$ cat src/rtl/water_reminder_timer.sv
// Hydration reminder: counts down a selectable interval held as BCD HHMMSS,
// raises remind at zero, and supports acknowledge, snooze, drink detection
// (falling water level) and a low-water refill flag. Six active-low 7-segment
// digits show the remaining time.
module water_reminder_timer #(
  parameter int CLK_HZ    = 50_000_000,
  parameter int LEVEL_W   = 4,
  parameter int LOW_LEVEL = 2,
  parameter int INT0      = 900,
  parameter int INT1      = 1800,
  parameter int INT2      = 2700,
  parameter int INT3      = 3600,
  parameter int SNOOZE_S  = 300
) (
  input  logic               clk,
  input  logic               reset,
  input  logic [LEVEL_W-1:0] water_level,
  input  logic [1:0]         selectLine,
  input  logic               ack,
  input  logic               snooze,
  output logic               remind,
  output logic               refill,
  output logic [6:0]         display0,
  output logic [6:0]         display1,
  output logic [6:0]         display2,
  output logic [6:0]         display3,
  output logic [6:0]         display4,
  output logic [6:0]         display5
);

  typedef enum logic [1:0] {
    COUNT  = 2'd0,
    ALERT  = 2'd1,
    SNOOZE = 2'd2
  } state_t;

  localparam int PRE_W = (CLK_HZ > 1) ? $clog2(CLK_HZ) : 1;
  localparam logic [PRE_W-1:0] PRE_LAST = PRE_W'(CLK_HZ - 1);

  // Largest value of each BCD digit, used as the wrap value on a borrow:
  // {h10, h1, m10, m1, s10, s1}.
  localparam logic [23:0] DIGIT_MAX = 24'h995959;
  localparam logic [23:0] BCD_ONE   = 24'h000001;
  localparam logic [23:0] BCD_ZERO  = 24'h000000;

  // Converts a whole number of seconds into packed BCD HHMMSS digits.
  function automatic logic [23:0] to_bcd(input int secs);
    int h;
    int m;
    int s;
    h = secs / 3600;
    m = (secs % 3600) / 60;
    s = secs % 60;
    to_bcd = {4'(h / 10), 4'(h % 10), 4'(m / 10), 4'(m % 10),
              4'(s / 10), 4'(s % 10)};
  endfunction

  localparam logic [23:0] INT0_BCD   = to_bcd(INT0);
  localparam logic [23:0] INT1_BCD   = to_bcd(INT1);
  localparam logic [23:0] INT2_BCD   = to_bcd(INT2);
  localparam logic [23:0] INT3_BCD   = to_bcd(INT3);
  localparam logic [23:0] SNOOZE_BCD = to_bcd(SNOOZE_S);

  // Subtracts one second, rippling the borrow from seconds up to hours.
  function automatic logic [23:0] bcd_dec(input logic [23:0] v);
    logic [23:0] r;
    logic        borrow;
    r      = v;
    borrow = 1'b1;
    for (int i = 0; i < 6; i++) begin
      if (borrow) begin
        if (v[i*4 +: 4] == 4'd0) begin
          r[i*4 +: 4] = DIGIT_MAX[i*4 +: 4];
        end else begin
          r[i*4 +: 4] = v[i*4 +: 4] - 4'd1;
          borrow      = 1'b0;
        end
      end
    end
    bcd_dec = r;
  endfunction

  // Active-low {g,f,e,d,c,b,a}; anything outside 0-9 falls back to a zero so
  // the display is never blank.
  function automatic logic [6:0] seg7(input logic [3:0] d);
    case (d)
      4'd0:    seg7 = 7'h40;
      4'd1:    seg7 = 7'h79;
      4'd2:    seg7 = 7'h24;
      4'd3:    seg7 = 7'h30;
      4'd4:    seg7 = 7'h19;
      4'd5:    seg7 = 7'h12;
      4'd6:    seg7 = 7'h02;
      4'd7:    seg7 = 7'h78;
      4'd8:    seg7 = 7'h00;
      4'd9:    seg7 = 7'h10;
      default: seg7 = 7'h40;
    endcase
  endfunction

  state_t             state;
  state_t             state_next;
  logic [23:0]        remaining;
  logic [23:0]        remaining_next;
  logic [23:0]        remaining_load;
  logic [23:0]        interval_bcd;
  logic [PRE_W-1:0]   prescaler;
  logic [PRE_W-1:0]   prescaler_next;
  logic [LEVEL_W-1:0] level_prev;
  logic [1:0]         sel_prev;
  logic               tick;
  logic               drink;
  logic               sel_changed;
  logic               reload;

  // Selects the reload interval for the currently selected line.
  always_comb begin
    interval_bcd = INT0_BCD;
    case (selectLine)
      2'd0: interval_bcd = INT0_BCD;
      2'd1: interval_bcd = INT1_BCD;
      2'd2: interval_bcd = INT2_BCD;
      2'd3: interval_bcd = INT3_BCD;
      default: interval_bcd = INT0_BCD;
    endcase
  end

  assign tick        = (prescaler == PRE_LAST);
  assign drink       = (water_level < level_prev);
  assign sel_changed = (selectLine != sel_prev);

  // Next-state logic in priority order: select change, ack, drink, snooze, tick.
  always_comb begin
    state_next     = state;
    remaining_next = remaining;
    reload         = 1'b0;
    if (sel_changed) begin
      state_next     = COUNT;
      remaining_next = interval_bcd;
      reload         = 1'b1;
    end else if (state == ALERT) begin
      if (ack || drink) begin
        state_next     = COUNT;
        remaining_next = interval_bcd;
        reload         = 1'b1;
      end else if (snooze) begin
        state_next     = SNOOZE;
        remaining_next = SNOOZE_BCD;
        reload         = 1'b1;
      end
    end else begin
      if (drink) begin
        state_next     = COUNT;
        remaining_next = interval_bcd;
        reload         = 1'b1;
      end else if (tick) begin
        if ((remaining == BCD_ONE) || (remaining == BCD_ZERO)) begin
          state_next     = ALERT;
          remaining_next = BCD_ZERO;
        end else begin
          remaining_next = bcd_dec(remaining);
        end
      end
    end
  end

  // Any reload restarts the second so a full tick precedes the next decrement.
  always_comb begin
    prescaler_next = prescaler + PRE_W'(1);
    if (reload || tick) begin
      prescaler_next = '0;
    end
  end

  // Value the digit registers will hold after this edge, reset included.
  always_comb begin
    remaining_load = remaining_next;
    if (reset) begin
      remaining_load = interval_bcd;
    end
  end

  // State, countdown, prescaler and edge-detect history registers.
  always_ff @(posedge clk) begin
    if (reset) begin
      state      <= COUNT;
      remaining  <= interval_bcd;
      prescaler  <= '0;
      level_prev <= water_level;
      sel_prev   <= selectLine;
      remind     <= 1'b0;
      refill     <= 1'b0;
    end else begin
      state      <= state_next;
      remaining  <= remaining_next;
      prescaler  <= prescaler_next;
      level_prev <= water_level;
      sel_prev   <= selectLine;
      remind     <= (state_next == ALERT);
      refill     <= (water_level <= LEVEL_W'(LOW_LEVEL));
    end
  end

  // Registered segment outputs tracking the countdown digits.
  always_ff @(posedge clk) begin
    display0 <= seg7(remaining_load[3:0]);
    display1 <= seg7(remaining_load[7:4]);
    display2 <= seg7(remaining_load[11:8]);
    display3 <= seg7(remaining_load[15:12]);
    display4 <= seg7(remaining_load[19:16]);
    display5 <= seg7(remaining_load[23:20]);
  end

endmodule

$ cat config.mk
export PLATFORM = sky130hd
export DESIGN_NAME = water_reminder_timer
export DESIGN_NICKNAME = d
export VERILOG_FILES = /design/src/rtl/water_reminder_timer.sv
export SDC_FILE = /design/constraint.sdc
export NUM_CORES = 1
export LEC_CHECK = 0
export BUFFER_PORTS_ARGS = -buffer_cell sky130_fd_sc_hd__buf_4
export CAP_MARGIN = 20
export CORE_AREA = 2 2 99 101
export DETAILED_ROUTE_END_ITERATION = 7
export DIE_AREA = 0 0 101 103
export HOLD_SLACK_MARGIN = 0.02
export PLACE_DENSITY = 0.85
export SLEW_MARGIN = 15
export SYNTH_ARGS = -nofsm -noshare
export SYNTH_HDL_FRONTEND = slang
export SYNTH_SLANG_ARGS = --single-unit
$ cat constraint.sdc
create_clock -name clk -period 7.3 [get_ports clk]
set_input_delay 0.365 -clock clk [delete_from_list [all_inputs] [get_ports clk]]
set_output_delay 0.365 -clock clk [all_outputs]
set_load 0.05 [all_outputs]
* After elaboration in Yosys (flattened, before gate mapping) *
Memories as Yosys holds them, arrays and structs flattened. A register that Yosys moved wholly into a read port is not among the register bits.
Index checks and enable logic that the tools add are counted.
W data, S select, Z words.

word-level totals
  register bits after elaboration = 60
  memory bits (read-only) = 672
  input bits = 10
  output and inout port bits = 44
  memories = 6

cells by class
  add/sub/neg operators = 7
  $lt $le $gt $ge = 2
  equal/unequal tests = 8
  muxes and demuxes = 66
  reduce and logical (&&, ||, !) cells = 12

memory list
  name             words  width  rd ports  clocked after Yosys merged registers in  write ports  RTL line  RTL
  (no name shown)  16     7      1         1                                        0            86        case (d)
  (no name shown)  16     7      1         1                                        0            86
  (no name shown)  16     7      1         1                                        0            86
  (no name shown)  16     7      1         1                                        0            86
  (no name shown)  16     7      1         1                                        0            86
  (no name shown)  16     7      1         1                                        0            86

operator list
  cell                     number
  $mux W24                 8
  $pmux W24 S4             1
  $mux W4                  11
  $mux W1                  39
  $add A26 B1 Y26 const B  1
  $eq A26 B26 Y1 const B   1
  $eq A24 B1 Y1 const B    1
  $logic_not A24 Y1        1
  $logic_not A4 Y1         6
  $sub A4 B1 Y4 const B    6
  $mux W2                  7
  $eq A2 B1 Y1 const B     3
  $eq A2 B2 Y1 const B     2
  $le A4 B2 Y1 const B     1
  $lt A4 B4 Y1             1
  $logic_or A1 B1 Y1       3
  $logic_not A2 Y1         1
  $ne A2 B2 Y1             1
  $reduce_or A2 Y1         1

* Depth between registers and ports, before layout *
Gate-level depths: netlist of run 1.

  depth in word-level cells = 38
  gate-level depth with buffers = 15
  gate-level depth less buffers = 13

* Least setup slack after synthesis of run 1 *
No wires, ideal clock.

  kind = reg2reg
  start point = reg prescaler[0]
  end point = reg display3[4]
  library setup time = 75 ps
  arrival time = 3,047 ps
  required time = 7,225 ps
  slack = 4,178 ps
  stages on the path, launching flop included = 14
  path buffers = 2
  cells stage by stage = dfxtp_1 > ha_1 > nand3_1 > or4_1 > buf_2 > nor4_4 > buf_4 > o31ai_1 > and3_1 > nor2_1 > inv_1 > ha_1 > mux2_2 > o22ai_1

between the ends
  longest elaborated chain between the ends = 6

ends and longest elaborated chain
  element                       RTL line  RTL
  start: declaration            107       logic [PRE_W-1:0] prescaler;
  start signal: assignment      196       prescaler <= prescaler_next;
  $eq A26 B26 Y1                128       assign tick = (prescaler == PRE_LAST);
  $mux W24                      156       end else if (tick) begin
  $mux W24                      152       if (drink) begin
  $mux W24                      141       end else if (state == ALERT) begin
  $mux W24                      137       if (sel_changed) begin
  $mux W24                      178       if (reset) begin
  named net remaining_load[13]  105       logic [23:0] remaining_load;
  end: declaration              26        output logic [6:0] display3,

The timed path passes the listed nets, and every way through them passes these cells.
A chain may end at the register's enable or synchronous reset.

* Final worst setup path of run 1 *
Ends and elaborated chain as after synthesis.

==> results of run 1 <==
layer usage:
layer,up-vias,wire length (µm)
met2,153,6656
met5,-,0
met4,0,357
met1,2310,6045
li1,2326,-
met3,31,832
report_power, final:
group | total [mW] | switching [mW] | internal (mW)
clock | 0.355 | 0.197 | 0.158
sequential | 0.579 | 0.00717 | 0.572
combinational | 0.166 | 0.114 | 0.0514
sequential cells by signal (all words and copies together) (netlist names):
register,count
sel_prev,2
refill,1
display4,7
display0,7
state,2
remind,1
remaining,24
display5,7
prescaler,26
level_prev,4
display2,7
display1,7
display3,7
cell usage after synthesis (16+ instances only):
| cell | instances |
|---|---|
| nand4_1 | 19 |
| nand2_1 | 39 |
| xor2_1 | 19 |
| and3_1 | 16 |
| a21oi_1 | 16 |
| nand3_1 | 27 |
| dfxtp_1 | 102 |
| nor3_1 | 18 |
| ha_1 | 38 |
| nor2_1 | 64 |
| inv_1 | 37 |
cells in the final DEF (no fill, tap or decap), types with 5 or more instances in the layout:
| cell type | instances |
|---|---|
| dfxtp_1 | 102 |
| nor2_1 | 64 |
| buf_4 | 60 |
| nand2_1 | 39 |
| ha_1 | 38 |
| inv_1 | 37 |
| nand3_1 | 27 |
| nand4_1 | 19 |
| xor2_1 | 19 |
| nor3_1 | 16 |
| and3_1 | 16 |
| a21oi_1 | 16 |
| o21ai_0 | 10 |
| mux2i_1 | 10 |
| o31ai_1 | 9 |
| nor4_1 | 9 |
| clkbuf_8 | 9 |
| nor2b_1 | 8 |
| and4_1 | 7 |
| or3_1 | 7 |
| nand2b_1 | 6 |
| nor3b_1 | 6 |
| a211oi_1 | 6 |
| xnor2_1 | 6 |
| o21ai_1 | 5 |
| o2111ai_1 | 5 |
| a31o_2 | 5 |
| a41oi_1 | 5 |
| a31oi_1 | 5 |
final cells by class:
type | instances | area (µm²) | share of cell area (%)
clock inverters | 6 | 61.31 | 0.9988
inverters | 41 | 153.9 | 2.507
clock buffers | 10 | 127.6 | 2.079
repair buffers | 60 | 450.4 | 7.338
multi-input cells | 446 | 3161 | 51.49
well taps | 114 | 142.6 | 2.324
flip-flops and latches | 102 | 2042 | 33.27
final timing paths:
path	cells after the start	endpoint	slack, ns
hold / removal	1	level_prev[1]	0.09
hold reg to reg	1	prescaler[0]	0.49
setup / recovery	11	display3[4]	3.48
setup reg to reg	11	display3[4]	3.48
worst max-delay path: cells and delay by family, from the launching register on:
kind,cells,cell delay [ns]
AOI/OAI and AO/OA,2,0.28
muxes,1,0.26
adders and majority gates,2,0.41
and+or+nand+nor,5,2.26
DFF,1,0.40
buffers and inverters,1,0.14
kinds of logic after synthesis:
group	after synthesis	synth area share (%)
simple gates	260	26.59
compound gates	109	15.71
fa+ha+maj	38	8.702
xor+xnor	25	4.007
flops	102	37.37
mux	14	2.656
buf+inv	65	4.969
==> impl_metrics.tcl, run 1 <==
set metrics [dict create \
    outcome "complete, no violations" \
    setup_slack_ns 3.483 \
    cts_buffer_depth 2 \
    drc_errors 0 \
    crit_chain "ha_1 > nand3_1 > or4_1 > nor4_4 > o31ai_1 > and3_1 > nor2_1 > inv_1 > ha_1 > mux2_2 > o22ai_1" \
    post-route-period-util_pct 52.29 \
    synth_top_area_share_pct 37.37 \
    routedWlPerCell_um 17.83 \
    grt_setup_unrepaired "false" \
    synth_cells 613 \
    cts_root_buf "clkbuf_8" \
    post_cts_buffers 0 \
    clock_latency_ns 0.40 \
    powerDensity_nw_per_um2 179.1 \
    synth_top_flop_cell "dfxtp_1" \
    critPathMostFrequentCell "ha_1" \
    ioPinCount 54 \
    finalHoldViolations 0 \
    vias_per_cell 6.187 \
    post-place-ws_ns 3.576 \
    grt_use_met2_pct 46.82 \
    crit_type "reg2reg" \
    dr_total_vias 4820 \
    yosysSeqAreaShare_pct 37.37 \
    clock_skew_ns 0.01364 \
    drive_gt1_share_pct 17.89 \
    whs_ns 0.09023 \
    min_path_type "in2reg" \
    cp.arrival_ns 4.14 \
    syn_area_um2 5464 \
    holdBufCountCts 0 \
    worst_slew_pin_slew_ns 1.020 \
    max_stage_delay_ns 0.77 \
    hpwl_um 10180 \
    avgSynthCellArea_um2 8.914 \
    hp-start "water_level[1]" \
    cts_made_buffers 9 \
    clock-sinks 102 \
    grt_max_degree 27 \
    synth-edff-count 0 \
    initial_core_util_pct 57.76 \
    n_antenna_cell 0 \
    fillCellCount 820 \
    synth_cell_types 84 \
    cts_tree "done" \
    drv_slew 0 \
    die_area_um2 10400 \
    cp-end-kind "flop" \
    rr_startpoint "prescaler[0]" \
    relSlewSlack_pct 31.85 \
    fin_cells 779 \
    dp_cells 763 \
    grtUsageMet1_pct 34.77 \
    grt_pass1_wl_um 22570 \
    synth-async-reset-ratio_pct 0 \
    slowest_stage "nor4_4" \
    placed_area_um2 5949 \
    final_core_util_pct 64.89 \
    busiest_layer "met2" \
    grt_overflow 0 \
    setup_viol 0 \
    grt_usage_pct 27.88 \
    nets 708 \
    clkTransAtPathRegs_ns 0.10 \
    maxCapViolations 0 \
    row_count 36 \
    synthTopCellsByArea "dfxtp_1, ha_1, nor2_1, xor2_1, nand2_1" \
    placeableCoreArea_um2 9459 \
    first_pass_iters 5 \
    routed_wl_um 13890 \
    area_delta_synth_final_pct 12.34 \
    grt_use_met3_pct 5.898 \
    clock.fmax_mhz 262.0 \
    antenna_found_initial 0 \
    crit_path_start_kind "flop" \
    yosysWarnings 0 \
    fin_area_um2 6138 \
    cp.required_ns 7.63 \
    cts_resized 0 \
    cp_max_fo 14 \
    final.setup.tns_ns 0 \
    first_global_vias 4573 \
    startpoint "prescaler[0]" \
    ys_ff_latch 102 \
    h-tree-depth 3 \
    ant_nets 0 \
    die_w_um 101 \
    leakagePower_nw 2.417 \
    fp.dieH_um 103 \
    totalPowerFinal_mw 1.099 \
    fin_crit_ns 3.817 \
    portBuffers 53 \
    synth_nets 661 \
    ir_drop_v 0.0001855 \
    yosysTopAreaCell "dfxtp_1" \
    drtIter0Drc 299 \
    place.gp.congestion 1.035 \
]
Power figures use the tool's default switching activity.
==> run 2: changes to the inputs <==
--- a/config.mk
+++ b/config.mk
@@ -7,11 +7,11 @@
 export LEC_CHECK = 0
 export BUFFER_PORTS_ARGS = -buffer_cell sky130_fd_sc_hd__buf_4
 export CAP_MARGIN = 20
-export CORE_AREA = 2 2 99 101
+export CORE_AREA = 2 2 100 102
 export DETAILED_ROUTE_END_ITERATION = 7
-export DIE_AREA = 0 0 101 103
+export DIE_AREA = 0 0 102 104
 export HOLD_SLACK_MARGIN = 0.02
-export PLACE_DENSITY = 0.85
+export PLACE_DENSITY = 0.84
 export SLEW_MARGIN = 15
 export SYNTH_ARGS = -nofsm -noshare
 export SYNTH_HDL_FRONTEND = slang
==> constraint.sdc (replaced) <==
create_clock -name clk -period 3.7 [get_ports clk]
set_input_delay 0.185 -clock clk [delete_from_list [all_inputs] [get_ports clk]]
set_output_delay 0.185 -clock clk [all_outputs]
set_load 0.05 [all_outputs]
==> run 2 against run 1 <==
Net effect: register-to-register slack worse by 3.3 ns; combinational power up 110%; largest cell class unchanged; sequential share of layout area down 1.6 points; global-route usage down 0.23 points; utilization up 2.7 points; critical path type unchanged.
==> impl_metrics.tcl, run 2 (synthesis results as in run 1) <==
set metrics [dict create \
    r2r_cells 11 \
    crit_chain "ha_1 > nand3_1 > or4_1 > nor2_1 > buf_4 > nand3_1 > a221oi_1 > inv_1 > ha_1 > nand2_1 > nor3b_1" \
    leakagePower_nw 2.581 \
    die_w_um 102 \
    finalHoldViolations 0 \
    cts_buffer_depth 2 \
    routed_wl_um 14220 \
    antenna_found_initial 0 \
    outcome "complete, no violations" \
    fin_cells 829 \
    drtIter0Drc 419 \
    clock-sinks 102 \
    first_global_vias 4795 \
    drive_gt1_share_pct 20.69 \
    fin_crit_ns 3.495 \
    grt_pass1_wl_um 23350 \
    final_core_util_pct 67.54 \
    nets 741 \
    n_antenna_cell 0 \
    max_stage_delay_ns 0.77 \
    cts_tree "done" \
    grt_setup_unrepaired "false" \
    clock.fmax_mhz 286.1 \
    drv_slew 0 \
    placeableCoreArea_um2 9549 \
    layout_common_cells "dfxtp_1, buf_4, nor2_1, nand2_1, ha_1" \
    drc_errors 0 \
    vias_per_cell 6.010 \
    cp-end-kind "flop" \
    maxCapViolations 0 \
    setup_viol 0 \
    p_sw_mw 0.6143 \
    slowest_stage "or4_1" \
    dp_cells 808 \
    min_path_cells 3 \
    place.gp.congestion 1.013 \
    fp.dieH_um 104 \
    setup_slack_ns 0.2049 \
    row_count 36 \
    dr_total_vias 4982 \
    final.setup.tns_ns 0 \
    ir_drop_v 0.0002260 \
    whs_ns 0.1983 \
    pwr-share-comb_pct 15.7 \
    cp.arrival_ns 3.80 \
    layout_commonest_cell "dfxtp_1" \
    clock_skew_ns 0.01241 \
    powerDensity_nw_per_um2 349.3 \
    p_sw_share_pct 27.26 \
    reg.largest.list "prescaler: 26 flops, remaining: 24 flops" \
    min_path_type "in2reg" \
    grt_max_degree 27 \
    p_int_mw 1.639 \
    relSlewSlack_pct 44.40 \
    die_area_um2 10610 \
    clkTransAtPathRegs_ns 0.10 \
    post-place-ws_ns 0.2917 \
    routedWlPerCell_um 17.15 \
    clock_latency_ns 0.38 \
    first_pass_iters 5 \
    seq_power_share_pct 50.7 \
    cp_max_fo 8 \
    crit_type "reg2reg" \
    grt_usage_pct 27.65 \
    portBuffers 53 \
    cts_root_buf "clkbuf_8" \
    cts_made_buffers 9 \
    clkPwrFrac_pct 33.6 \
    ioPinCount 54 \
    initial_core_util_pct 57.22 \
    crit_path_start_kind "flop" \
    ant_nets 0 \
    grt_overflow 0 \
    cp.required_ns 4.00 \
    h-tree-depth 3 \
    worst_slew_pin_slew_ns 0.8284 \
    largest-register "prescaler" \
    post-route-period-util_pct 94.46 \
    largest_reg_flops 26 \
    area_delta_synth_final_pct 18.04 \
    hpwl_um 10470 \
]
## run 2: cell types whose count changed in the layout (fill, tap and decap cells not counted), sizes merged
cell	change
clkinv	-2
dlygate4sd3	+7
bufinv	+1
inv	-1
buf	+26
## run 2: stage by stage
step | total power [mW] | cell area (µm²)
global placement | 1.503 | 6163
global route | 2.345 | 6450
finish | 2.253 | 6450
detailed placement | 1.508 | 6163
floorplan | 1.391 | 5464
CTS | 2.264 | 6444
## run 2: repair_timing
action / in CTS / in global routing
endpoints found under the setup margin: 0 / 3
buffers inserted: 0 / 0
hold buffers: 7 / 0
resized for setup: 0 / 2
endpoints found under the hold margin: 7 / 0
## run 2: path summary, 6_finish.rpt
check                           slack, ns    startpoint            to
worst max-delay path                 0.20  prescaler[0]   display0[3]
worst min-delay path                 0.20        snooze        remind
worst max register to register       0.20  prescaler[0]   display0[3]
worst min register to register       0.49  prescaler[0]  prescaler[0]
## run 2: power groups by stage
stage	clock (mW)	sequential, mW	combinational, mW
floorplan	0	1.24	0.151
global placement	0	1.17	0.336
detailed placement	0	1.17	0.341
CTS	0.774	1.14	0.349
global route	0.821	1.14	0.379
finish	0.758	1.14	0.354
## run 2: layout make-up
type,count,area (µm²)
clock inverters,4,72.57
well taps,133,166.4
multi-input cells,446,3162
clock buffers,10,137.6
inverters,41,153.9
repair buffers,93,715.7
fillers,793,3099
flip-flops and latches,102,2042
## run 2: worst max-delay path: cells and delay by family (launching register included)
family | cells | cell delay (ns)
AND/OR/NAND/NOR | 6 | 1.52
AO/OA/AOI/OAI | 1 | 0.65
adder cells (fa/ha/maj) | 2 | 0.53
flip-flops | 1 | 0.40
buffers and inverters | 2 | 0.32
## run 2: per-layer routing
metal,part of all wire (%),vias up,track usage [%],routed length [µm]
li1,-,2374,-,-
met1,42,2365,35.67,6010
met2,48,196,44.83,6757
met3,7.1,47,4.772,1013
met4,3.1,0,12.29,438
met5,0,-,0,0
==> run 3: changes to the inputs <==
--- a/config.mk
+++ b/config.mk
@@ -7,11 +7,11 @@
 export LEC_CHECK = 0
 export BUFFER_PORTS_ARGS = -buffer_cell sky130_fd_sc_hd__buf_4
 export CAP_MARGIN = 20
-export CORE_AREA = 2 2 100 102
+export CORE_AREA = 2 2 114 116
 export DETAILED_ROUTE_END_ITERATION = 7
-export DIE_AREA = 0 0 102 104
+export DIE_AREA = 0 0 116 118
 export HOLD_SLACK_MARGIN = 0.02
-export PLACE_DENSITY = 0.84
+export PLACE_DENSITY = 0.68
 export SLEW_MARGIN = 15
 export SYNTH_ARGS = -nofsm -noshare
 export SYNTH_HDL_FRONTEND = slang
==> run 3 against run 2 <==
Net effect: final area is 2.7% higher; via count shrank 0.46%; critical path depth stayed put; largest power group unchanged; sequential share of layout area shrank 0.84 points; highest routed layer unchanged; power up 9.8%.
==> impl_metrics.tcl, run 3 (synthesis results as in run 1) <==
set metrics [dict create \
    post-route-period-util_pct 93.51 \
    drtIter0Drc 439 \
    layout_commonest_cell "dfxtp_1" \
    routedWlPerCell_um 16.38 \
    cts_made_buffers 9 \
    largest-register "prescaler" \
    largest_reg_flops 26 \
    relSlewSlack_pct 44.37 \
    min_path_cells 2 \
    r2r-end "display0[3]" \
    finalHoldViolations 0 \
    routed_wl_um 14300 \
    cts_buffer_depth 2 \
    placed_area_um2 6250 \
    min_path_type "in2reg" \
    fin_cells 873 \
    cts_tree "done" \
    cp.required_ns 3.97 \
    row_count 41 \
    fin_crit_ns 3.460 \
    clkTransAtPathRegs_ns 0.07 \
    placeableCoreArea_um2 12410 \
    setup_slack_ns 0.2400 \
    first_global_vias 4735 \
    hpwl_um 10480 \
    ioPinCount 54 \
    post_cts_buffers 0 \
    area_delta_synth_final_pct 21.25 \
    initial_core_util_pct 44.01 \
    clock-sinks 102 \
    maxCapViolations 0 \
    n_antenna_cell 0 \
    grt_overflow 0 \
    dr_total_vias 4959 \
    portBuffers 53 \
    hp-start "reset" \
    place.gp.congestion 1.009 \
    grt_usage_pct 21.32 \
    drc_errors 0 \
    outcome "complete, no violations" \
    fp.dieH_um 118 \
    ir_drop_v 0.0002611 \
    cts_root_buf "clkbuf_16" \
    post-place-ws_ns 0.2130 \
    crit_path_start_kind "flop" \
    grt_max_degree 27 \
    antenna_found_initial 0 \
    grt_setup_unrepaired "false" \
    vias_per_cell 5.680 \
    drive_gt1_share_pct 21.40 \
    crit_type "reg2reg" \
    rr_startpoint "prescaler[0]" \
    cp.arrival_ns 3.73 \
    nets 745 \
    layout_common_cells "dfxtp_1, buf_4, nor2_1, nand2_1, ha_1" \
    r2r_cells 11 \
    final.setup.tns_ns 0 \
    r2r_slack_ns 0.24 \
    cp_max_fo 8 \
    setup_viol 0 \
    ant_nets 0 \
    fin_area_um2 6625 \
    clock_latency_ns 0.35 \
    hold_path_end "refill" \
    leakagePower_nw 2.643 \
    first_pass_iters 5 \
    clock.fmax_mhz 289.0 \
    die_w_um 116 \
    grt_pass1_wl_um 23140 \
    drv_slew 0 \
    clock_skew_ns 0.006765 \
    reg.largest.list "prescaler: 26 flops, remaining: 24 flops" \
    cp-end-kind "flop" \
    h-tree-depth 3 \
    dp_cells 852 \
    die_area_um2 13690 \
    worst_slew_pin_slew_ns 0.8289 \
    powerDensity_nw_per_um2 373.3 \
]
[run 3: cell types whose count changed in the layout (fill, tap and decap cells not counted)]
| cell | before | now |
|---|---|---|
| dlygate4sd3_1 | 7 | 6 |
| clkbuf_8 | 10 | 3 |
| buf_4 | 86 | 91 |
| clkbuf_16 | 0 | 9 |
| bufinv_16 | 2 | 1 |
[run 3: worst max-delay path by stage]
stage / slack, ns / start / end
floorplan: 0.58 / prescaler[0] / display3[4]
detailed placement: 0.21 / prescaler[0] / display5[3]
finish: 0.24 / prescaler[0] / display0[3]
global route: 0.005 / prescaler[0] / display0[3]
CTS: 0.17 / water_level[2] / display2[3]
global placement: 0.31 / remaining[0] / display2[3]
[run 3: timing repair]
item,4_1_cts,5_1_grt
resized for setup,0,2
endpoints found under the hold margin,6,1
hold buffers,5,1
setup endpoints to repair,0,5
[run 3: per-layer routing]
metal / vias to the layer above / track usage [%] / routed length [µm]
met1: 2348 / 27.57 / 6288
met2: 188 / 34.87 / 6870
met4: 0 / 7.887 / 227
li1: 2400 / - / -
met3: 23 / 4.274 / 913
met5: - / 0 / 0
[run 3: layout make-up]
| cell class | count | area (µm²) |
|---|---|---|
| inverter | 41 | 153.9 |
| fill | 1157 | 5789 |
| clock inverter | 3 | 42.54 |
| timing repair buffer | 97 | 743.2 |
| sequential | 102 | 2042 |
| clock buffer | 12 | 266.5 |
| multi-input combinational | 446 | 3162 |
| tap | 172 | 215.2 |
[run 3: power breakdown]
part           total, mW  switching [mW]  internal, mW
combinational      0.351           0.229         0.122
sequential          1.14          0.0140          1.13
clock              0.979           0.404         0.575
[run 3: per-stage QoR]
stage	utilization [%]	hold WS, ns	power (mW)
final	53.37	0.02696	2.473
after global routing	53.37	0.02602	2.570
after CTS	53.24	0.02013	2.493
after detailed placement	50.34	0.3112	1.511
after global placement	50.34	0.3084	1.505
after floorplan	-	0.2127	1.391
[run 3: worst max-delay path, stage by stage (launching register included)]
cell	delay, ns
dfxtp_1	0.38
ha_1	0.20
nand3_1	0.18
or4_1	0.75
nor2_1	0.25
buf_4	0.16
nand3_1	0.07
a221oi_1	0.65
inv_1	0.16
ha_1	0.34
nand2_1	0.07
nor3b_1	0.17
